`config.mk`:
```
export PLATFORM = sky130hd
export DESIGN_NAME = mem_port_arbiter
export DESIGN_NICKNAME = d
export VERILOG_FILES = /design/src/rtl/mem_port_arbiter.sv
export SDC_FILE = /design/constraint.sdc
export NUM_CORES = 1
export LEC_CHECK = 0
export BUFFER_PORTS_ARGS = -buffer_cell sky130_fd_sc_hd__buf_2
export CAP_MARGIN = 20
export CORE_AREA = 2 2 322 324
export DETAILED_ROUTE_END_ITERATION = 16
export DIE_AREA = 0 0 324 326
export GPL_ROUTABILITY_DRIVEN = 0
export SYNTH_ARGS = -nofsm -noshare
export SYNTH_HDL_FRONTEND = slang
export SYNTH_SLANG_ARGS = --single-unit
```
`constraint.sdc`:
```
create_clock -name clk -period 1.5 [get_ports clk]
set_input_delay 0.075 -clock clk [delete_from_list [all_inputs] [get_ports clk]]
set_output_delay 0.075 -clock clk [all_outputs]
set_load 0.01 [all_outputs]
```
`src/rtl/mem_port_arbiter.sv`:
```
`default_nettype none
// ============================================================================
// Module      : mem_port_arbiter
// Description : Shares one single-ported memory between the instruction-fetch
//               and data-access masters. One transaction at a time: capture
//               the winning request, drive it to memory, pass the reply back.
// Revision    : 1.0 - initial release
// ============================================================================
module mem_port_arbiter #(
  parameter int ADDR_W = 64,
  parameter int DATA_W = 64
) (
  input  logic                clk,
  input  logic                rst,
  // fetch requester (read channels used; write channel is always refused)
  input  logic                i_imem_r_req_valid,
  output logic                o_imem_r_req_ready,
  input  logic [ADDR_W-1:0]   i_imem_raddr,
  output logic                o_imem_r_rep_valid,
  input  logic                i_imem_r_rep_ready,
  output logic [DATA_W-1:0]   o_imem_rdata,
  input  logic                i_imem_w_req_valid,
  output logic                o_imem_w_req_ready,
  input  logic [ADDR_W-1:0]   i_imem_waddr,
  input  logic [DATA_W-1:0]   i_imem_wdata,
  input  logic [DATA_W/8-1:0] i_imem_wmask,
  output logic                o_imem_w_rep_valid,
  input  logic                i_imem_w_rep_ready,
  // data requester
  input  logic                i_dmem_r_req_valid,
  output logic                o_dmem_r_req_ready,
  input  logic [ADDR_W-1:0]   i_dmem_raddr,
  output logic                o_dmem_r_rep_valid,
  input  logic                i_dmem_r_rep_ready,
  output logic [DATA_W-1:0]   o_dmem_rdata,
  input  logic                i_dmem_w_req_valid,
  output logic                o_dmem_w_req_ready,
  input  logic [ADDR_W-1:0]   i_dmem_waddr,
  input  logic [DATA_W-1:0]   i_dmem_wdata,
  input  logic [DATA_W/8-1:0] i_dmem_wmask,
  output logic                o_dmem_w_rep_valid,
  input  logic                i_dmem_w_rep_ready,
  // shared memory port
  output logic                o_mem_r_req_valid,
  input  logic                i_mem_r_req_ready,
  output logic [ADDR_W-1:0]   o_mem_raddr,
  input  logic                i_mem_r_rep_valid,
  output logic                o_mem_r_rep_ready,
  input  logic [DATA_W-1:0]   i_mem_rdata,
  output logic                o_mem_w_req_valid,
  input  logic                i_mem_w_req_ready,
  output logic [ADDR_W-1:0]   o_mem_waddr,
  output logic [DATA_W-1:0]   o_mem_wdata,
  output logic [DATA_W/8-1:0] o_mem_wmask,
  input  logic                i_mem_w_rep_valid,
  output logic                o_mem_w_rep_ready,
  // status
  output logic [1:0]          grant,
  output logic                busy
);

  localparam int MASK_W = DATA_W / 8;

  typedef enum logic [2:0] {
    S_IDLE    = 3'd0,
    S_RD_REQ  = 3'd1,
    S_RD_WAIT = 3'd2,
    S_WR_REQ  = 3'd3,
    S_WR_WAIT = 3'd4
  } state_t;

  state_t              r_state;
  logic                r_owner_d;   // 1 = dmem owns the current transaction
  logic                r_last_d;    // 1 = dmem was granted most recently
  logic [ADDR_W-1:0]   r_addr;
  logic [DATA_W-1:0]   r_wdata;
  logic [MASK_W-1:0]   r_wmask;
  logic [1:0]          r_grant;
  logic                r_busy;

  logic w_idle;
  logic w_i_cand;
  logic w_d_cand;
  logic w_pick_d;
  logic w_pick_i;
  logic w_d_wr;
  logic w_d_rd;
  logic w_rrep_ready;
  logic w_unused;

  // Arbitration: round-robin between sides, write beats read inside dmem.
  // Readies are also masked by reset so nothing handshakes while held in reset.
  assign w_idle   = (r_state == S_IDLE) && rst;
  assign w_i_cand = i_imem_r_req_valid;
  assign w_d_cand = i_dmem_r_req_valid | i_dmem_w_req_valid;
  assign w_pick_d = w_d_cand & (~w_i_cand | ~r_last_d);
  assign w_pick_i = w_i_cand & ~w_pick_d;
  assign w_d_wr   = w_pick_d & i_dmem_w_req_valid;
  assign w_d_rd   = w_pick_d & ~i_dmem_w_req_valid;

  assign o_imem_r_req_ready = w_idle & w_pick_i;
  assign o_dmem_w_req_ready = w_idle & w_d_wr;
  assign o_dmem_r_req_ready = w_idle & w_d_rd;

  // Memory request side is driven straight from the hold registers.
  assign o_mem_r_req_valid = (r_state == S_RD_REQ);
  assign o_mem_w_req_valid = (r_state == S_WR_REQ);
  assign o_mem_raddr       = r_addr;
  assign o_mem_waddr       = r_addr;
  assign o_mem_wdata       = r_wdata;
  assign o_mem_wmask       = r_wmask;

  // Reply channels pass through to the owner only while waiting on memory.
  assign w_rrep_ready       = r_owner_d ? i_dmem_r_rep_ready : i_imem_r_rep_ready;
  assign o_mem_r_rep_ready  = (r_state == S_RD_WAIT) & w_rrep_ready;
  assign o_imem_r_rep_valid = (r_state == S_RD_WAIT) & ~r_owner_d & i_mem_r_rep_valid;
  assign o_dmem_r_rep_valid = (r_state == S_RD_WAIT) &  r_owner_d & i_mem_r_rep_valid;
  assign o_mem_w_rep_ready  = (r_state == S_WR_WAIT) & i_dmem_w_rep_ready;
  assign o_dmem_w_rep_valid = (r_state == S_WR_WAIT) & r_owner_d & i_mem_w_rep_valid;
  assign o_imem_rdata       = i_mem_rdata;
  assign o_dmem_rdata       = i_mem_rdata;

  // The fetch side never writes.
  assign o_imem_w_req_ready = 1'b0;
  assign o_imem_w_rep_valid = 1'b0;
  assign w_unused = &{1'b0, i_imem_w_req_valid, i_imem_waddr, i_imem_wdata,
                      i_imem_wmask, i_imem_w_rep_ready};

  assign grant = r_grant;
  assign busy  = r_busy;

  // Transaction FSM with registered grant/busy and request hold registers.
  always_ff @(posedge clk or negedge rst) begin
    if (!rst) begin
      r_state   <= S_IDLE;
      r_owner_d <= 1'b0;
      r_last_d  <= 1'b1;
      r_addr    <= '0;
      r_wdata   <= '0;
      r_wmask   <= '0;
      r_grant   <= 2'b00;
      r_busy    <= 1'b0;
    end else begin
      case (r_state)
        S_IDLE: begin
          if (w_pick_i) begin
            r_addr    <= i_imem_raddr;
            r_owner_d <= 1'b0;
            r_last_d  <= 1'b0;
            r_grant   <= 2'b01;
            r_busy    <= 1'b1;
            r_state   <= S_RD_REQ;
          end else if (w_d_wr) begin
            r_addr    <= i_dmem_waddr;
            r_wdata   <= i_dmem_wdata;
            r_wmask   <= i_dmem_wmask;
            r_owner_d <= 1'b1;
            r_last_d  <= 1'b1;
            r_grant   <= 2'b10;
            r_busy    <= 1'b1;
            r_state   <= S_WR_REQ;
          end else if (w_d_rd) begin
            r_addr    <= i_dmem_raddr;
            r_owner_d <= 1'b1;
            r_last_d  <= 1'b1;
            r_grant   <= 2'b10;
            r_busy    <= 1'b1;
            r_state   <= S_RD_REQ;
          end
        end
        S_RD_REQ: begin
          if (i_mem_r_req_ready) r_state <= S_RD_WAIT;
        end
        S_RD_WAIT: begin
          if (i_mem_r_rep_valid && w_rrep_ready) begin
            r_grant <= 2'b00;
            r_busy  <= 1'b0;
            r_state <= S_IDLE;
          end
        end
        S_WR_REQ: begin
          if (i_mem_w_req_ready) r_state <= S_WR_WAIT;
        end
        S_WR_WAIT: begin
          if (i_mem_w_rep_valid && i_dmem_w_rep_ready) begin
            r_grant <= 2'b00;
            r_busy  <= 1'b0;
            r_state <= S_IDLE;
          end
        end
        default: begin
          r_grant <= 2'b00;
          r_busy  <= 1'b0;
          r_state <= S_IDLE;
        end
      endcase
    end
  end

endmodule
`default_nettype wire

```
==> reports/qor.csv, run 1 <==
stage;metric;value;unit
global_route;grt total ovfl;0;
pwr;Power Dens Cells;1910;nW/um2
sta;min Tclk post-route;1.83;ns
clocking;CTS Root Cell;clkbuf_16;
floorplanning;die area;106000;um2
hold_path;WHS Endpoint;o_mem_raddr[38];
drt;DR DRC count;0;
worst_setup_path;Critical Path RT;1.86;ns
floorplanning;number of core rows;118;
place;post-DP HPWL;40.1;mm
global_route;vias in the first global route;8960;
layout;most common library cell in the layout ignoring fill and taps;buf_2;
pwr;Switching Power;14100;uW
global_route;M3 GR Usage;0.0509;
logic_synthesis;Cell Area, Synth;7880;um2
global_route;most utilized layer in the global route result;met2;
worst_setup_path;Crit Reg-Reg Startpoint;r_last_d;
worst_setup_path;Reg2Reg Depth;6;
logic_synthesis;Seq/Total Area, Yosys;0.457;
sta;final setup fails;150;
clocking;Clock Sinks;144;
worst_setup_path;reg2reg end;o_mem_raddr[47];
place;Cell Area, Placed;10900;um2
drt;DR vias;8871;
layout;P&R area growth vs syn;107;%
pwr;sw frac;0.455;
drt;WL/cell;20.9;um
clocking;H-tree level count;4;
layout;Final nets;1888;
drt;final WL;58.8;mm
global_route;global-route usage over all layers;0.101;
floorplanning;core area;103000;um2
layout;fin cells;2812;
place;pre-CTS setup slack;-0.277;ns
drt;Via density;3.15;
clocking;clock insertion delay at the later pin of the skew report;0.50;ns
sta;Slew @ Worst Pin;0.577;ns
hold_path;worst min path class;in -> reg;
logic_synthesis;main flop type after synthesis;dfrtp_1;
worst_setup_path;Worst Setup Start Kind;register;
worst_setup_path;R2R Setup Slk;-0.33;ns
layout;Storage cell area;3600;um2
pwr;Leak Pwr;0.00690;uW
sta;RSZ-0062 raised after global routing;yes;
worst_setup_path;CP max FO;9;
place;IO buf count;488;
logic_synthesis;number of synthesized register bits;144;
global_route;first-pass GRT wire length;71.6;mm
status;outcome;complete, but fails checks;
logic_synthesis;Post-synth EDFFs;0;
layout;multi-input logic area;3730;um2
drt;Final ANT Viol Nets;0;
worst_setup_path;CP endpoint kind;register;
logic_synthesis;Mean Syn Cell Area;10.3;um2
drt;Initial DRC Count;354;
sta;Setup WS post-layout;-0.335;ns
floorplanning;initial core utilization;0.0768;
sta;Fmax;0.545;GHz
clocking;Reg clk slew, reported paths;0.09;ns
drt;DRT Pass-1 Iters;5;
layout;cell area after layout;16300;um2
logic_synthesis;Mapped Cells;768;
sta;Final period util;1.22;
floorplanning;chip height;326;um
layout;share of layout cells above drive strength 1;0.627;
pwr;Flop pwr share;0.261;
global_route;largest net degree at the start of global routing;89;
floorplanning;Die X;324;um
layout;most frequent cells in the layout;buf_2 (479), dlygate4sd3_1 (272), dfrtp_1 (143), nand2_1 (72), mux2_2 (72);
pwr;Comb pwr share;0.584;
clocking;CTS max path bufs;2;
pwr;Clk pwr share;0.156;
floorplanning;Ports;821;
pwr;VDD IR max;0.827;mV
logic_synthesis;Yosys cell types;37;
logic_synthesis;YS warnings;0;
clocking;CTS tree;yes;
global_route;initial antenna violation count;27;
sta;Slew HR;0.616;
hold_path;hold wc startpoint;i_dmem_raddr[38];
worst_setup_path;critical path arrival;2.20;ns
logic_synthesis;FFs w/ async S/R, synth;1.00;
sta;Final Slew Violations;0;
clocking;CTS buffer count;17;
sta;Hold WS;0.147;ns
global_route;met2 Usage GRT;0.166;
sta;Max Clock Skew;0.0209;ns
sta;final hold viol count;0;
layout;Filler Cell Count;11200;
place;Post-Place Cells;2451;
sta;Final TNS setup;-26.98;ns
pwr;Internal Power;16900;uW
global_route;met1 usage;0.102;
hold_path;worst hold stages;4;
flow_run;total of max-cap violations;0;
status;failing checks;negative setup slack;
worst_setup_path;WS Path Type;reg -> reg;
registers in the layout (all words and copies together) (netlist names):
signal,flops
busy,1
grant,2
o_mem_raddr,64
o_mem_wdata,64
o_mem_wmask,8
r_last_d,1
r_owner_d,1
r_state,3
metrics by stage:
step / power [uW] / util
2_1_floorplan: 14400 / -
3_3_place_gp: 20100 / 0.107
3_5_place_dp: 20200 / 0.107
4_1_cts: 28000 / 0.146
5_1_grt: 32900 / 0.159
6_report: 31100 / 0.159
layer usage:
layer / part of all wire / vias up / routed length (um)
met1: 0.36 / 4216 / 21000
met5: 0.0038 / - / 223
met4: 0.055 / 36 / 3240
met3: 0.11 / 192 / 6570
met2: 0.47 / 644 / 27700
li1: - / 3783 / -
synth_stat cells (all sizes together) (2+ instances only):
cell type,instances,area share
nor2,70,0.033
clkbuf,14,0.0067
nor2b,2,0.0016
nand2b,3,0.0024
buf,224,0.21
and3,4,0.0032
a221oi,64,0.077
a31oi,2,0.0016
nand2,75,0.036
mux2,72,0.10
nor3b,3,0.0029
a21oi,67,0.043
a21o,4,0.0038
nor3,4,0.0046
dfrtp,143,0.45
a22o,2,0.0022
o21ai,2,0.0013
and2,2,0.0016
power by group through the flow:
stage	registers, uW	logic (uW)	clock network [uW]
2_1_floorplan	8020	6370	0
3_3_place_gp	7690	12400	0
3_5_place_dp	7720	12500	0
4_1_cts	7690	15200	5100
5_1_grt	8400	19300	5180
6_report	8090	18100	4840
what timing repair did:
| item | CTS | global route |
|---|---|---|
| setup buffers | 23 | 16 |
| gates cloned | 9 | 4 |
| hold endpoints to repair | 283 | 0 |
| endpoints found under the setup margin | 151 | 150 |
| hold buffers | 272 | 0 |
| gates resized for setup | 56 | 266 |
| pin swaps | 10 | 14 |
critical path, stage by stage, from the launching register on:
cell and delay (ns):
dfstp_2 0.58, a21boi_4 0.08, buf_12 0.14, buf_6 0.15, buf_4 0.20, a221oi_1 0.41, a21oi_2 0.11
cell families (layout without fill, tap and decap cells):
logic type	count (synthesis)	in the layout	synth area share
buffers and inverters	239	893	0.216
other	1	11	0.000476
muxes	73	73	0.104
and+or+nand+nor	166	166	0.0886
DFF	144	144	0.457
AOI/OAI and AO/OA	145	145	0.134
cell type report:
type                    count  area share
diodes                      9     0.00138
clock inverters            14      0.0114
inverters                   1    0.000230
clock buffers              18      0.0269
multi-input cells         386       0.229
repair buffers            860       0.404
flip-flops and latches    144       0.221
well taps                1380       0.106
worst max path at each step:
stage                          start                 end  slack (ns)
final                       r_last_d     o_mem_raddr[47]       -0.33
after global routing      r_state[0]  o_dmem_w_rep_valid       -0.40
after CTS                 r_state[0]  o_dmem_r_req_ready       -0.36
after detailed placement    r_last_d     o_mem_raddr[40]       -0.28
after global placement      r_last_d     o_mem_raddr[40]       -0.24
after floorplan           r_state[0]     o_mem_raddr[56]       0.002
No activity file was read; power rests on OpenSTA's default activity.
==> inputs of run 2 (changes only) <==
--- a/config.mk
+++ b/config.mk
@@ -7,10 +7,11 @@
 export LEC_CHECK = 0
 export BUFFER_PORTS_ARGS = -buffer_cell sky130_fd_sc_hd__buf_2
 export CAP_MARGIN = 20
-export CORE_AREA = 2 2 322 324
+export CORE_AREA = 4 4 315 317
 export DETAILED_ROUTE_END_ITERATION = 16
-export DIE_AREA = 0 0 324 326
+export DIE_AREA = 0 0 319 321
 export GPL_ROUTABILITY_DRIVEN = 0
+export PLACE_DENSITY = 0.36
 export SYNTH_ARGS = -nofsm -noshare
 export SYNTH_HDL_FRONTEND = slang
 export SYNTH_SLANG_ARGS = --single-unit
==> reports/qor.csv, run 2 (synthesized netlist as in run 1, its figures left out) <==
stage;metric;value;unit;change
global_route;met1 usage;0.0856;;was 0.102
drt;DR vias;8368;;was 8,871
sta;final hold viol count;0;;unchanged
layout;P&R area growth vs syn;111;%;was 107%
global_route;M3 GR Usage;0.0308;;was 0.0509
worst_setup_path;Critical Path RT;1.86;ns;about the same
drt;WL/cell;17.2;um;was 20.9 um
clocking;CTS buffer count;17;;unchanged
floorplanning;number of core rows;114;;was 118
sta;Setup WS post-layout;-0.369;ns;was -0.335 ns
worst_setup_path;CP max stage delay;0.41;ns;was 0.58 ns
global_route;first-pass GRT wire length;63.6;mm;was 71.6 mm
status;failing checks;negative setup slack;;unchanged
worst_setup_path;Stages on worst setup path;8;;was 6
layout;most common library cell in the layout ignoring fill and taps;buf_2;;unchanged
drt;Via density;3.10;;was 3.15
clocking;CTS max path bufs;2;;unchanged
place;pre-CTS setup slack;-0.288;ns;was -0.277 ns
sta;Final TNS setup;-45.13;ns;was -26.98 ns
layout;cell area after layout;16600;um2;was 16,300 um2
clocking;CTS tree;yes;;unchanged
drt;Final ANT Viol Nets;0;;unchanged
global_route;grt total ovfl;0;;unchanged
floorplanning;initial core utilization;0.0818;;was 0.0768
worst_setup_path;CP endpoint kind;register;;unchanged
floorplanning;core area;96300;um2;was 103,000 um2
floorplanning;die area;102000;um2;was 106,000 um2
sta;Final Slew Violations;0;;unchanged
pwr;VDD IR max;0.946;mV;was 0.827 mV
drt;final WL;46.4;mm;was 58.8 mm
layout;share of layout cells above drive strength 1;0.621;;was 0.627
pwr;Power Dens Cells;1850;nW/um2;was 1910 nW/um2
pwr;Leak Pwr;0.00728;uW;was 0.00690 uW
clocking;clock insertion delay at the later pin of the skew report;0.48;ns;was 0.50 ns
place;post-DP HPWL;29.4;mm;was 40.1 mm
floorplanning;Die X;319;um;was 324 um
floorplanning;Ports;821;;unchanged
worst_setup_path;CP max FO;35;;was 9
status;outcome;complete, but fails checks;;unchanged
sta;min Tclk post-route;1.87;ns;was 1.83 ns
layout;diodes inserted;0;;was 9
global_route;most utilized layer in the global route result;met2;;unchanged
hold_path;worst min path class;in -> reg;;unchanged
clocking;H-tree level count;4;;unchanged
global_route;largest net degree at the start of global routing;37;;was 89
sta;Final period util;1.25;;was 1.22
worst_setup_path;WS Path Type;reg -> reg;;unchanged
layout;Final nets;1887;;was 1,888
worst_setup_path;Reg2Reg Depth;8;;was 6
place;Cell Area, Placed;10800;um2;was 10,900 um2
global_route;met2 Usage GRT;0.157;;was 0.166
clocking;Clock Sinks;144;;unchanged
sta;final setup fails;151;;was 150
sta;RSZ-0062 raised after global routing;yes;;unchanged
worst_setup_path;CP dominant cell by count;buf_6;;
worst_setup_path;Worst Setup Start Kind;register;;unchanged
worst_setup_path;CP cell instances;buf_6, nor3_4, buf_6, buf_4, nand2b_4, buf_12, a221oi_2, a21oi_2;;was a21boi_4, buf_12, buf_6, buf_4, a221oi_1, a21oi_2
clocking;Reg clk slew, reported paths;0.08;ns;was 0.09 ns
floorplanning;chip height;321;um;was 326 um
worst_setup_path;critical path arrival;2.23;ns;was 2.20 ns
hold_path;worst hold stages;4;;unchanged
global_route;global-route usage over all layers;0.0869;;was 0.101
place;IO buf count;488;;unchanged
worst_setup_path;CP bufs+invs;4;;was 3
sta;Fmax;0.535;GHz;was 0.545 GHz
flow_run;total of max-cap violations;0;;unchanged
sta;Max Clock Skew;0.0118;ns;was 0.0209 ns
drt;Initial DRC Count;165;;was 354
drt;DRT Pass-1 Iters;4;;was 5
global_route;initial antenna violation count;1;;was 27
worst_setup_path;critical path's slowest cell;dfrtp_1;;was dfstp_2
drt;DR DRC count;0;;unchanged
clocking;CTS Root Cell;clkbuf_16;;unchanged
layout;most frequent cells in the layout;buf_2 (481), dlygate4sd3_1 (271), dfrtp_1 (143), nand2_1 (72), mux2_4 (55);;was buf_2 (479), dlygate4sd3_1 (272), dfrtp_1 (143), nand2_1 (72), mux2_2 (72)
global_route;vias in the first global route;9465;;was 8,960
worst_setup_path;Crit path max-delay family;buffers and inverters;;was compound AO/OA/AOI/OAI gates
run 2: cell types whose count changed in the layout (fill, tap and decap cells not counted), moves of 16 or more:
cell and change:
mux2_2 -55, mux2_4 +55, buf_4 -17, nor2_4 -17, a21oi_1 +16, a21oi_2 -16
run 2: through the flow:
stage | util | instances | hold WS [ns] | total power (uW)
final | 0.173 | 2698 | 0.0402 | 30800
after global routing | 0.173 | 2698 | 0.0104 | 32800
after CTS | 0.168 | 2694 | 0.00232 | 30700
after detailed placement | 0.112 | 2340 | -0.0740 | 19000
after global placement | 0.112 | 2340 | -0.0769 | 19000
after floorplan | - | 769 | -0.221 | 14400
run 2: area by class of cell:
| class | count | area (um2) |
|---|---|---|
| Clock buffer | 17 | 425 |
| Clock inverter | 15 | 214 |
| Multi-Input combinational cell | 387 | 3960 |
| Timing Repair Buffer | 858 | 6810 |
| Inverter | 1 | 6.26 |
| Fill cell | 10500 | 79700 |
| Sequential cell | 144 | 3600 |
| Tap cell | 1276 | 1600 |
run 2: final timing paths:
path	from	to	slack (ns)
min	i_dmem_waddr[9]	o_mem_raddr[9]	0.04
max	r_state[2]	o_mem_raddr[43]	-0.37
max reg2reg	r_state[2]	o_mem_raddr[43]	-0.37
min reg2reg	grant[1]	grant[1]	0.49
min in group asynchronous	rst	o_mem_raddr[1]	0.20
max in group asynchronous	rst	o_mem_raddr[61]	0.45
run 2: power by group:
group / switching [uW] / total, uW / leakage (uW) / internal, uW
registers: 1840 / 7760 / 0.00167 / 5920
clock network: 2180 / 4870 / 0.000309 / 2700
logic: 8950 / 18200 / 0.00530 / 9200
total: 13000 / 30800 / 0.00728 / 17800
run 2: worst min-delay path: stages:
cell	delay (ns)
buf_2	0.10
a221oi_2	0.06
buf_4	0.13
a21oi_2	0.11
run 2: timing repair:
action / CTS / global route
hold buffers: 271 / 0
gates resized for setup: 292 / 91
pin swaps: 19 / 15
cloned: 20 / 2
endpoints found under the hold margin: 282 / 0
endpoints found under the setup margin: 151 / 152
buffers inserted: 33 / 14
run 2: routing by layer:
metal / routed length, um / vias to the layer above
met5: 0 / -
met4: 2760 / 0
met2: 23200 / 480
met1: 16600 / 3987
li1: - / 3775
met3: 3920 / 126
